`config.mk`:
```
export PLATFORM = sky130hd
export DESIGN_NAME = entropy_conditioner
export DESIGN_NICKNAME = d
export VERILOG_FILES = /design/src/rtl/entropy_pkg.sv /design/src/rtl/health_monitor.sv /design/src/rtl/entropy_conditioner.sv
export SDC_FILE = /design/constraint.sdc
export NUM_CORES = 1
export LEC_CHECK = 0
export ABC_CLOCK_PERIOD_IN_PS = 2900
export BUFFER_PORTS_ARGS = -buffer_cell sky130_fd_sc_hd__buf_2
export CAP_MARGIN = 20
export CORE_MARGIN = 5
export CORE_UTILIZATION = 58
export DETAILED_ROUTE_END_ITERATION = 7
export MAX_ROUTING_LAYER = met4
export PLACE_DENSITY = 0.79
export SLEW_MARGIN = 20
export SYNTH_ARGS = -nofsm -noshare
export SYNTH_HDL_FRONTEND = slang
export SYNTH_SLANG_ARGS = --single-unit
export TNS_END_PERCENT = 20
```
`constraint.sdc`:
```
create_clock -name i_clock -period 2.9 [get_ports i_clock]
set_clock_uncertainty 0.15 [all_clocks]
set_input_delay 0.145 -clock i_clock [delete_from_list [all_inputs] [get_ports i_clock]]
set_output_delay 0.145 -clock i_clock [all_outputs]
set_load 0.01 [all_outputs]
```
`src/rtl/entropy_pkg.sv`:
```
// Shared definitions for the entropy conditioner: pair-state encoding,
// default health-test cutoffs and counter-width helpers.
package entropy_pkg;

  // Von Neumann pair tracker: nothing stored, or first bit of a pair stored
  typedef enum logic [0:0] {
    EMPTY = 1'b0,
    HALF  = 1'b1
  } pair_state_e;

  localparam int SYNC_STAGES_DEF     = 2;
  localparam int REP_CUTOFF_DEF      = 32;
  localparam int APT_WINDOW_DEF      = 512;
  localparam int APT_CUTOFF_DEF      = 410;
  localparam int STARTUP_SAMPLES_DEF = 1024;

  // Bits needed to hold the values 0..max_value (never less than one bit)
  function automatic int cnt_width(input int max_value);
    int w;
    w = $clog2(max_value + 1);
    if (w < 1) begin
      w = 1;
    end else begin
      w = w;
    end
    return w;
  endfunction

endpackage

```
`src/rtl/health_monitor.sv`:
```
// Online health tests on the synchronised raw entropy bit: repetition count
// and adaptive proportion. Both failure flags are sticky until clear_fail.
// A failure detected in the same cycle as clear_fail keeps its flag set.
module health_monitor import entropy_pkg::*; #(
  parameter int REP_CUTOFF = REP_CUTOFF_DEF,
  parameter int APT_WINDOW = APT_WINDOW_DEF,
  parameter int APT_CUTOFF = APT_CUTOFF_DEF
) (
  input  logic clk,
  input  logic rst,
  input  logic sample_bit,
  input  logic sample_en,
  input  logic clear_fail,
  output logic rep_fail,
  output logic apt_fail
);

  localparam int REP_W   = cnt_width(REP_CUTOFF);
  localparam int IDX_W   = $clog2(APT_WINDOW);
  localparam int MATCH_W = cnt_width(APT_WINDOW);

  localparam logic [REP_W-1:0]   REP_ZERO  = REP_W'(0);
  localparam logic [REP_W-1:0]   REP_ONE   = REP_W'(1);
  localparam logic [REP_W-1:0]   REP_MAX   = REP_W'(REP_CUTOFF);
  localparam logic [IDX_W-1:0]   IDX_ZERO  = IDX_W'(0);
  localparam logic [IDX_W-1:0]   IDX_ONE   = IDX_W'(1);
  localparam logic [MATCH_W-1:0] MATCH_ZERO = MATCH_W'(0);
  localparam logic [MATCH_W-1:0] MATCH_ONE = MATCH_W'(1);
  localparam logic [MATCH_W-1:0] MATCH_MAX = MATCH_W'(APT_CUTOFF);

  logic [REP_W-1:0]   rep_cnt_r;
  logic               prev_bit_r;
  logic [IDX_W-1:0]   win_idx_r;
  logic               ref_bit_r;
  logic [MATCH_W-1:0] match_cnt_r;
  logic               rep_fail_r;
  logic               apt_fail_r;

  logic [REP_W-1:0]   rep_cnt_nxt_s;
  logic [MATCH_W-1:0] match_cnt_nxt_s;
  logic               ref_bit_nxt_s;
  logic               rep_hit_s;
  logic               apt_hit_s;

  // Repetition count: a zero count means "no previous sample" and loads 1
  always_comb begin
    rep_cnt_nxt_s = rep_cnt_r;
    if (rep_cnt_r == REP_ZERO) begin
      rep_cnt_nxt_s = REP_ONE;
    end else if (sample_bit == prev_bit_r) begin
      if (rep_cnt_r == REP_MAX) begin
        rep_cnt_nxt_s = REP_MAX;
      end else begin
        rep_cnt_nxt_s = rep_cnt_r + REP_ONE;
      end
    end else begin
      rep_cnt_nxt_s = REP_ONE;
    end
    rep_hit_s = sample_en && (rep_cnt_nxt_s == REP_MAX) && (rep_cnt_r != REP_MAX);
  end

  // Adaptive proportion: window index 0 latches the reference bit
  always_comb begin
    ref_bit_nxt_s   = ref_bit_r;
    match_cnt_nxt_s = match_cnt_r;
    if (win_idx_r == IDX_ZERO) begin
      ref_bit_nxt_s   = sample_bit;
      match_cnt_nxt_s = MATCH_ONE;
    end else if (sample_bit == ref_bit_r) begin
      if (match_cnt_r == MATCH_MAX) begin
        match_cnt_nxt_s = MATCH_MAX;
      end else begin
        match_cnt_nxt_s = match_cnt_r + MATCH_ONE;
      end
    end else begin
      match_cnt_nxt_s = match_cnt_r;
    end
    apt_hit_s = sample_en && (match_cnt_nxt_s == MATCH_MAX) && (match_cnt_r != MATCH_MAX);
  end

  // Counter state: cleared while idle or on a clear request, else advanced per sample
  always_ff @(posedge clk) begin
    if (rst) begin
      rep_cnt_r   <= REP_ZERO;
      prev_bit_r  <= 1'b0;
      win_idx_r   <= IDX_ZERO;
      ref_bit_r   <= 1'b0;
      match_cnt_r <= MATCH_ZERO;
    end else if (clear_fail || !sample_en) begin
      rep_cnt_r   <= REP_ZERO;
      prev_bit_r  <= prev_bit_r;
      win_idx_r   <= IDX_ZERO;
      ref_bit_r   <= ref_bit_r;
      match_cnt_r <= MATCH_ZERO;
    end else begin
      rep_cnt_r   <= rep_cnt_nxt_s;
      prev_bit_r  <= sample_bit;
      win_idx_r   <= win_idx_r + IDX_ONE;
      ref_bit_r   <= ref_bit_nxt_s;
      match_cnt_r <= match_cnt_nxt_s;
    end
  end

  // Sticky failure flags; a fresh detection outranks the clear request
  always_ff @(posedge clk) begin
    if (rst) begin
      rep_fail_r <= 1'b0;
      apt_fail_r <= 1'b0;
    end else begin
      if (rep_hit_s) begin
        rep_fail_r <= 1'b1;
      end else if (clear_fail) begin
        rep_fail_r <= 1'b0;
      end else begin
        rep_fail_r <= rep_fail_r;
      end
      if (apt_hit_s) begin
        apt_fail_r <= 1'b1;
      end else if (clear_fail) begin
        apt_fail_r <= 1'b0;
      end else begin
        apt_fail_r <= apt_fail_r;
      end
    end
  end

  assign rep_fail = rep_fail_r;
  assign apt_fail = apt_fail_r;

endmodule

```
`src/rtl/entropy_conditioner.sv`:
```
// Entropy conditioner: synchronises the asynchronous raw bit, runs the health
// monitor on it and removes bias with a von Neumann extractor. Strobes are
// suppressed while any sticky failure flag is set.
// Optional macro ENTROPY_STARTUP_TEST_EN adds a startup test that must pass
// STARTUP_SAMPLES clean samples before the first strobe; without it
// o_startupDone is tied high.
module entropy_conditioner import entropy_pkg::*; #(
  parameter int SYNC_STAGES     = SYNC_STAGES_DEF,
  parameter int REP_CUTOFF      = REP_CUTOFF_DEF,
  parameter int APT_WINDOW      = APT_WINDOW_DEF,
  parameter int APT_CUTOFF      = APT_CUTOFF_DEF,
  parameter int STARTUP_SAMPLES = STARTUP_SAMPLES_DEF
) (
  input  logic i_clock,
  input  logic i_rst,
  input  logic i_enb,
  input  logic i_rawBit,
  input  logic i_clearFail,
  output logic o_ranBit,
  output logic o_ranValid,
  output logic o_repFail,
  output logic o_aptFail,
  output logic o_startupDone
);

  if ((SYNC_STAGES < 2) || (STARTUP_SAMPLES < 1) || (APT_WINDOW < 2) ||
      ((APT_WINDOW & (APT_WINDOW - 1)) != 0)) begin : g_param_check
    $error("entropy_conditioner: illegal parameter set");
  end

  logic [SYNC_STAGES-1:0] sync_r;
  logic                   sync_bit_s;
  pair_state_e            state_r;
  pair_state_e            state_nxt_s;
  logic                   first_r;
  logic                   first_nxt_s;
  logic                   pair_done_s;
  logic                   pair_bit_s;
  logic                   emit_s;
  logic                   ran_bit_r;
  logic                   ran_valid_r;
  logic                   rep_fail_s;
  logic                   apt_fail_s;
  logic                   startup_done_s;

  // Raw-bit synchroniser chain, free-running regardless of the enable
  always_ff @(posedge i_clock) begin
    if (i_rst) begin
      sync_r <= {SYNC_STAGES{1'b0}};
    end else begin
      sync_r <= {sync_r[SYNC_STAGES-2:0], i_rawBit};
    end
  end

  assign sync_bit_s = sync_r[SYNC_STAGES-1];

  health_monitor #(
    .REP_CUTOFF (REP_CUTOFF),
    .APT_WINDOW (APT_WINDOW),
    .APT_CUTOFF (APT_CUTOFF)
  ) u_health (
    .clk        (i_clock),
    .rst        (i_rst),
    .sample_bit (sync_bit_s),
    .sample_en  (i_enb),
    .clear_fail (i_clearFail),
    .rep_fail   (rep_fail_s),
    .apt_fail   (apt_fail_s)
  );

`ifdef ENTROPY_STARTUP_TEST_EN
  localparam int SU_W = cnt_width(STARTUP_SAMPLES);
  localparam logic [SU_W-1:0] SU_ZERO = SU_W'(0);
  localparam logic [SU_W-1:0] SU_ONE  = SU_W'(1);
  localparam logic [SU_W-1:0] SU_LAST = SU_W'(STARTUP_SAMPLES - 1);

  logic [SU_W-1:0] su_cnt_r;
  logic            startup_done_r;

  // Startup test: count clean enabled samples, restart while a failure is flagged
  always_ff @(posedge i_clock) begin
    if (i_rst || !i_enb) begin
      su_cnt_r       <= SU_ZERO;
      startup_done_r <= 1'b0;
    end else if (rep_fail_s || apt_fail_s) begin
      su_cnt_r       <= SU_ZERO;
      startup_done_r <= startup_done_r;
    end else if (!startup_done_r) begin
      su_cnt_r       <= su_cnt_r + SU_ONE;
      startup_done_r <= (su_cnt_r == SU_LAST);
    end else begin
      su_cnt_r       <= su_cnt_r;
      startup_done_r <= startup_done_r;
    end
  end

  assign startup_done_s = startup_done_r;
`else
  assign startup_done_s = 1'b1;
`endif

  // Von Neumann pair tracker: next state and the pair result
  always_comb begin
    state_nxt_s = state_r;
    first_nxt_s = first_r;
    pair_done_s = 1'b0;
    pair_bit_s  = first_r;
    if (!i_enb) begin
      state_nxt_s = EMPTY;
    end else begin
      case (state_r)
        EMPTY: begin
          state_nxt_s = HALF;
          first_nxt_s = sync_bit_s;
        end
        HALF: begin
          state_nxt_s = EMPTY;
          if (first_r != sync_bit_s) begin
            pair_done_s = 1'b1;
            pair_bit_s  = first_r;
          end else begin
            pair_done_s = 1'b0;
          end
        end
        default: begin
          state_nxt_s = EMPTY;
        end
      endcase
    end
    emit_s = pair_done_s && !rep_fail_s && !apt_fail_s && startup_done_s;
  end

  // Pair tracker state register
  always_ff @(posedge i_clock) begin
    if (i_rst) begin
      state_r <= EMPTY;
      first_r <= 1'b0;
    end else begin
      state_r <= state_nxt_s;
      first_r <= first_nxt_s;
    end
  end

  // Registered output strobe; the bit only changes when a strobe is emitted
  always_ff @(posedge i_clock) begin
    if (i_rst) begin
      ran_bit_r   <= 1'b0;
      ran_valid_r <= 1'b0;
    end else begin
      ran_valid_r <= emit_s;
      if (emit_s) begin
        ran_bit_r <= pair_bit_s;
      end else begin
        ran_bit_r <= ran_bit_r;
      end
    end
  end

  assign o_ranBit      = ran_bit_r;
  assign o_ranValid    = ran_valid_r;
  assign o_repFail     = rep_fail_s;
  assign o_aptFail     = apt_fail_s;
  assign o_startupDone = startup_done_s;

endmodule
```
==> out/qor.txt, run 1 <==
Yosys warning count -> 0
gr usage total -> 0.179
Flop pwr share -> 0.626
synthesized flop and latch total -> 35
Final WS setup -> 0.707 ns
class of the worst hold path -> flop to flop
Hold Crit Start -> state_r$_SDFF_PP0_
sw frac -> 0.237
Clk pwr share -> 0.319
Hold Crit Endpoint -> state_r$_SDFF_PP0_
Slew headroom -> 0.613
WP data required -> 2.98 ns
count of unique library cells instantiated by Yosys -> 45
number of non-filler instances in the completed layout -> 249
FP Rows -> 19
Initial Utilization -> 0.619
Comb pwr share -> 0.055
initial DRC count -> 109
Worst-Skew Late Latency -> 0.34 ns
switching power -> 0.186 mW
Syn Nets -> 214
area occupied by registers -> 701 um2
post-layout minimum cycle time -> 2.19 ns
CP cell instances -> xnor2_2 > nand4_2 > nor3_2 > xnor2_1 > a221oi_1 > o21ai_1
RePlAce Congestion -> 0.886
Post-Syn Instances -> 203
Final setup viols -> 0
drt pass-1 iters -> 4
hpwl dp -> 2.36 mm
FF-to-FF path depth -> 6
DRC Markers -> 0
Internal -> 0.599 mW
cts bufs inserted -> 5
Post-Route WL -> 3.29 mm
H-Tree Depth -> 2
# resized after CTS -> 0
Peak Freq -> 0.456 GHz
ANT cells -> 0
clock sink count -> 35
cell with the largest stage delay on the worst path -> xnor2_2
Area Growth Syn to Fin -> 7.85%
first-pass GRT wire length -> 5.72 mm
core box area -> 0.00281 mm2
CP Capture Type -> flop
max-slew violations -> 0
WL/cell -> 13.2 um
syn avg cell area -> 8.56 um2
ys flop type -> dfxtp_1
ys async rst share -> 0
number of global-route vias before repair -> 1377
Largest stage delay, worst path -> 0.52 ns
crit path DAT -> 2.27 ns
worst hold slack -> 0.306 ns
RR Endpoint -> u_health.apt_fail$_SDFFE_PP0P_
Vias/cell -> 5.72
number of max-cap violations -> 0
status -> finished, final reports clean
total power -> 0.785 mW
Register-to-Register Setup Slack -> 0.71 ns
chip height -> 64.7 um
via count -> 1424
Critical R2R Launch -> sync_r[1]$_SDFF_PP0_
Final nets -> 228
dpl ws -> 0.735 ns
RSZ-0062 raised after global routing -> no
Worst-path clk slew -> 0.10 ns
Cells after DPL -> 236
Routed Antenna Nets -> 0
period utilization -> 0.756
die width -> 64.7 um
sequential-to-total area share from yosys stat -> 0.403
GR Overflow Total -> 0
port bufs -> 8
fillers -> 231
Worst VDD drop -> 0.000316 V
EDFF count, synth -> 0
initial antenna violation count -> 0
CP Max Fanout -> 11
fraction of layout cells with a size suffix above 1 -> 0.0963
pwr/cell area -> 419 mW/mm2
die area -> 0.00419 mm2
final-report hold violation count -> 0
measured slew at the worst slew-check pin -> 0.580 ns
Leak -> 0.684 nW
mapped cell area -> 0.00174 mm2
Setup Total Neg Slack -> 0 ns
area of the multi-input gates -> 960 um2
Startpoint Class -> flop
Crit Path Class -> flop to flop
CTS tree -> yes
I/O Pins -> 10
clk root buf -> clkbuf_4
largest net degree at the start of global routing -> 14
Max clock buf depth -> 2
Hold Path Cell Cnt -> 1
## sequential cells by signal, indices dropped and copies added (netlist names)
signal	flops
state_r	1
u_health.win_idx_r	9
o_ranValid	1
u_health.match_cnt_r	10
u_health.rep_fail	1
first_r	1
u_health.rep_cnt_r	6
u_health.prev_bit_r	1
u_health.ref_bit_r	1
o_ranBit	1
sync_r	2
u_health.apt_fail	1
## repair_timing
item                      CTS  global route
setup buffers               0             0
hold endpoints to repair   10             0
hold buffers                5             0
## area by class of cell
cell class              instances  share of cell area
flip-flops and latches         35               0.374
well taps                      31              0.0207
inverters                       9              0.0180
clock buffers                   7              0.0240
repair buffers                 13              0.0481
clock inverters                 1             0.00267
multi-input cells             153               0.512
## how the worst max path moves through the flow
stage	start	endpoint	slack, ns	cells after the start
global route	sync_r[1]$_SDFF_PP0_	u_health.apt_fail$_SDFFE_PP0P_	0.51	6
detailed placement	sync_r[1]$_SDFF_PP0_	u_health.apt_fail$_SDFFE_PP0P_	0.74	6
global placement	sync_r[1]$_SDFF_PP0_	u_health.apt_fail$_SDFFE_PP0P_	0.81	6
finish	sync_r[1]$_SDFF_PP0_	u_health.apt_fail$_SDFFE_PP0P_	0.71	6
floorplan	u_health.match_cnt_r[1]$_SDFF_PP0_	u_health.apt_fail$_SDFFE_PP0P_	1.09	7
CTS	sync_r[1]$_SDFF_PP0_	u_health.apt_fail$_SDFFE_PP0P_	0.71	6
## critical path, delay by kind of cell (launching register included)
family / cells / cell delay (ns)
XOR/XNOR: 2 / 0.62
AND/OR/NAND/NOR: 2 / 0.53
flip-flops: 1 / 0.44
AO/OA/AOI/OAI: 2 / 0.35
## stage by stage
| step | area (um2) | utilization |
|---|---|---|
| 2_1_floorplan | 1740 | - |
| 3_3_place_gp | 1770 | 0.632 |
| 3_5_place_dp | 1770 | 0.632 |
| 4_1_cts | 1870 | 0.668 |
| 5_1_grt | 1870 | 0.668 |
| 6_report | 1870 | 0.668 |
## cell usage after synthesis, drive strengths merged (5+ instances only)
master / instances / share of area
a21oi: 8 / 0.023
inv: 9 / 0.019
nor3: 6 / 0.020
o21ai: 5 / 0.014
nand2: 13 / 0.028
nor2: 35 / 0.076
nand3: 11 / 0.032
ha: 6 / 0.043
xnor2: 9 / 0.050
nand4: 5 / 0.030
dfxtp: 35 / 0.40
xor2: 12 / 0.061
## cells by family (layout without fill, tap and decap cells)
logic type / Yosys count / count (layout) / share of synthesized area
muxes: 3 / 3 / 0.0173
xor gates and xnor gates: 21 / 21 / 0.110
other: 1 / 1 / 0.00216
buffers and inverters: 15 / 30 / 0.0439
adders and majority gates: 6 / 6 / 0.0432
AOI/OAI and AO/OA: 25 / 25 / 0.0893
and+or+nand+nor: 97 / 97 / 0.290
DFF: 35 / 35 / 0.403
## power by group through the flow
stage               Clock, mW  Combinational (mW)  Sequential (mW)
floorplan                   0              0.0320            0.501
global placement            0              0.0362            0.502
detailed placement          0              0.0377            0.503
CTS                     0.259              0.0432            0.492
global route            0.287              0.0488            0.493
finish                  0.250              0.0433            0.492
## layer usage
layer,up-vias,global-route usage,share of wire
li1,721,-,-
met1,660,0.200,0.44
met2,34,0.291,0.48
met3,9,0.0604,0.059
met4,0,0.0765,0.020
met5,-,-,0
## placed cells by master (no fill, tap or decap), types with 3 or more instances in the layout
cell type and instances:
nor3_1 5, nand2_1 13, nor2b_1 4, nand2b_1 3, clkbuf_4 5, buf_2 8, inv_1 9, mux2i_1 3
o22ai_1 3, nand3_1 11, o21ai_0 4, dfxtp_1 35, and3_1 4, xor2_1 12, nand4_1 3, dlygate4sd3_1 5
and2_1 3, nor2_1 35, ha_1 6, a21oi_1 8, xnor2_1 8
No activity file was read; power rests on OpenSTA's default activity.
==> run 2: changes to the inputs <==
- ABC_CLOCK_PERIOD_IN_PS: 2900 -> 1800
- CORE_UTILIZATION: 58 -> 53
- PLACE_DENSITY: 0.79 -> 0.77
- clock period: 2.9 -> 1.8 ns (I/O delays scaled with it)
==> run 2 against run 1 <==
  * Sequential share of layout area decreased by 4.0 points
  * Cell count is 12% higher
  * Clock power is 76% higher
  * Wire length rose by 9.1%
  * Register-to-register slack worse by 0.65 ns
  * Cell area grew 13%
  * Worst setup slack got worse by 0.65 ns
  * Sequential power rose by 60%
  * Flip-flop and latch count stayed put
  * Utilization is 1.5 points higher
  * Combinational power is 110% higher
==> out/qor.txt, run 2 (synthesized netlist as in run 1, its figures left out) <==
initial antenna violation count -> 0 (unchanged)
Biggest register -> u_health.match_cnt_r (unchanged)
Worst-path clk slew -> 0.11 ns (was 0.10 ns)
Setup Total Neg Slack -> 0 ns (unchanged)
max FFs per register -> 10 (unchanged)
fillers -> 239 (was 231)
status -> finished, final reports clean (unchanged)
cell with the largest stage delay on the worst path -> dfxtp_2 (was xnor2_2)
gr usage total -> 0.177 (was 0.179)
number of non-filler instances in the completed layout -> 279 (was 249)
first-pass GRT wire length -> 5.80 mm (was 5.72 mm)
Largest regs -> u_health.match_cnt_r (10), u_health.win_idx_r (9), u_health.rep_cnt_r (6) (unchanged)
Leak -> 0.784 nW (was 0.684 nW)
I/O Pins -> 10 (unchanged)
Final setup viols -> 0 (unchanged)
Vias/cell -> 5.35 (was 5.72)
GR Overflow Total -> 0 (unchanged)
clock sink count -> 35 (unchanged)
CTS tree -> yes (unchanged)
drt pass-1 iters -> 5 (was 4)
final core utilization -> 0.683 (was 0.668)
Crit Path Class -> flop to flop (unchanged)
Max clock buf depth -> 2 (unchanged)
fraction of layout cells with a size suffix above 1 -> 0.238 (was 0.0963)
RePlAce Congestion -> 0.791 (was 0.886)
class of the worst hold path -> flop to flop (unchanged)
commonest cells after routing, fill and taps aside -> nor2_1, dfxtp_1, buf_4, nand2_1 (was nor2_1, dfxtp_1, nand2_1, xor2_1, nand3_1)
total power -> 1.32 mW (was 0.785 mW)
core box area -> 0.00310 mm2 (was 0.00281 mm2)
post-layout minimum cycle time -> 1.74 ns (was 2.19 ns)
largest net degree at the start of global routing -> 14 (unchanged)
RSZ-0062 raised after global routing -> yes (was no)
initial DRC count -> 70 (was 109)
cts bufs inserted -> 5 (unchanged)
die width -> 67.2 um (was 64.7 um)
WL/cell -> 12.8 um (was 13.2 um)
Startpoint Class -> flop (unchanged)
CP cell instances -> and2_1 > nand4_1 > nor3b_2 > buf_4 > nor3_1 > a21oi_1 > a21oi_1 (was xnor2_2 > nand4_2 > nor3_2 > xnor2_1 > a221oi_1 > o21ai_1)
FP Rows -> 20 (was 19)
die area -> 0.00452 mm2 (was 0.00419 mm2)
Largest stage delay, worst path -> 0.41 ns (was 0.52 ns)
number of max-cap violations -> 0 (unchanged)
Post-Route WL -> 3.59 mm (was 3.29 mm)
Peak Freq -> 0.575 GHz (was 0.456 GHz)
ANT cells -> 0 (unchanged)
Cells after DPL -> 264 (was 236)
hpwl dp -> 2.36 mm (about the same)
H-Tree Depth -> 2 (unchanged)
Top cell by count, worst path -> a21oi_1
number of global-route vias before repair -> 1359 (was 1377)
final-report hold violation count -> 0 (unchanged)
port bufs -> 8 (unchanged)
period utilization -> 0.967 (was 0.756)
Worst-Skew Late Latency -> 0.35 ns (was 0.34 ns)
CP Capture Type -> flop (unchanged)
Worst VDD drop -> 0.000487 V (was 0.000316 V)
most common cell after layout, fill and taps aside -> nor2_1
Final nets -> 246 (was 228)
WP data required -> 1.89 ns (was 2.98 ns)
crit path DAT -> 1.83 ns (was 2.27 ns)
CP Max Fanout -> 7 (was 11)
max-slew violations -> 0 (unchanged)
pwr/cell area -> 624 mW/mm2 (was 419 mW/mm2)
Routed Antenna Nets -> 0 (unchanged)
DRC Markers -> 0 (unchanged)
Initial Utilization -> 0.560 (was 0.619)
clk root buf -> clkbuf_4 (unchanged)
Area Growth Syn to Fin -> 22.0% (was 7.85%)
chip height -> 67.2 um (was 64.7 um)
via count -> 1493 (was 1424)
## run 2: cell count changes in the layout (fill, tap and decap cells not counted), moves of 2 or more
cell,previous run,this run
dfxtp_2,0,3
dfxtp_1,35,31
buf_4,0,18
nor3_1,5,3
ha_1,6,4
nor3_2,1,3
ha_4,0,2
clkbuf_1,2,0
## run 2: timing repair
| item | CTS | global route |
|---|---|---|
| buffers inserted | 0 | 3 |
| endpoints found under the setup margin | 0 | 3 |
| hold endpoints to repair | 10 | 0 |
| hold buffers | 5 | 0 |
| gates resized for setup | 0 | 19 |
## run 2: layout make-up
class | count | area [um2] | share of cell area
well taps | 44 | 55.1 | 0.0260
inverters | 9 | 36.3 | 0.0171
repair buffers | 31 | 225 | 0.106
clock buffers | 6 | 51.3 | 0.0242
clock inverters | 1 | 5.00 | 0.00236
flip-flops and latches | 35 | 708 | 0.334
multi-input cells | 153 | 1040 | 0.490
## run 2: metrics by stage
step | instance area (um2) | worst slack, ns | hold slack [ns]
after global routing | 2120 | -0.0513 | 0.335
after detailed placement | 1900 | 0.0239 | 0.157
after floorplan | 1740 | 0.00547 | 0.0682
after global placement | 1900 | 0.0536 | 0.153
after CTS | 2010 | 0.00950 | 0.311
final | 2120 | 0.0595 | 0.307
## run 2: final timing paths
kind	from	end	slack (ns)	depth (start not counted)
worst min-delay path	sync_r[0]$_SDFF_PP0_	sync_r[1]$_SDFF_PP0_	0.31	1
worst max-delay path	u_health.match_cnt_r[3]$_SDFF_PP0_	u_health.match_cnt_r[0]$_SDFF_PP0_	0.06	7
worst min register to register	sync_r[0]$_SDFF_PP0_	sync_r[1]$_SDFF_PP0_	0.31	1
worst max register to register	u_health.match_cnt_r[3]$_SDFF_PP0_	u_health.match_cnt_r[0]$_SDFF_PP0_	0.06	7
## run 2: critical path, delay by kind of cell, from the launching register on
family	cells	cell delay (ns)
AND/OR/NAND/NOR	4	0.68
flip-flops	1	0.41
buffers and inverters	1	0.17
AO/OA/AOI/OAI	2	0.23
## run 2: per-layer routing
layer	track usage	wire (um)	up-vias
met1	0.200	1600	693
met2	0.285	1750	30
met5	-	0	-
met4	0.0886	89	0
li1	-	-	758
met3	0.0499	148	12
## run 2: report_power, final
part	switching [mW]	internal, mW	leakage, nW	total, mW
logic	0.0489	0.0439	0.465	0.0928
clock network	0.260	0.181	0.0341	0.440
registers	0.00689	0.782	0.285	0.789
total	0.315	1.01	0.784	1.32
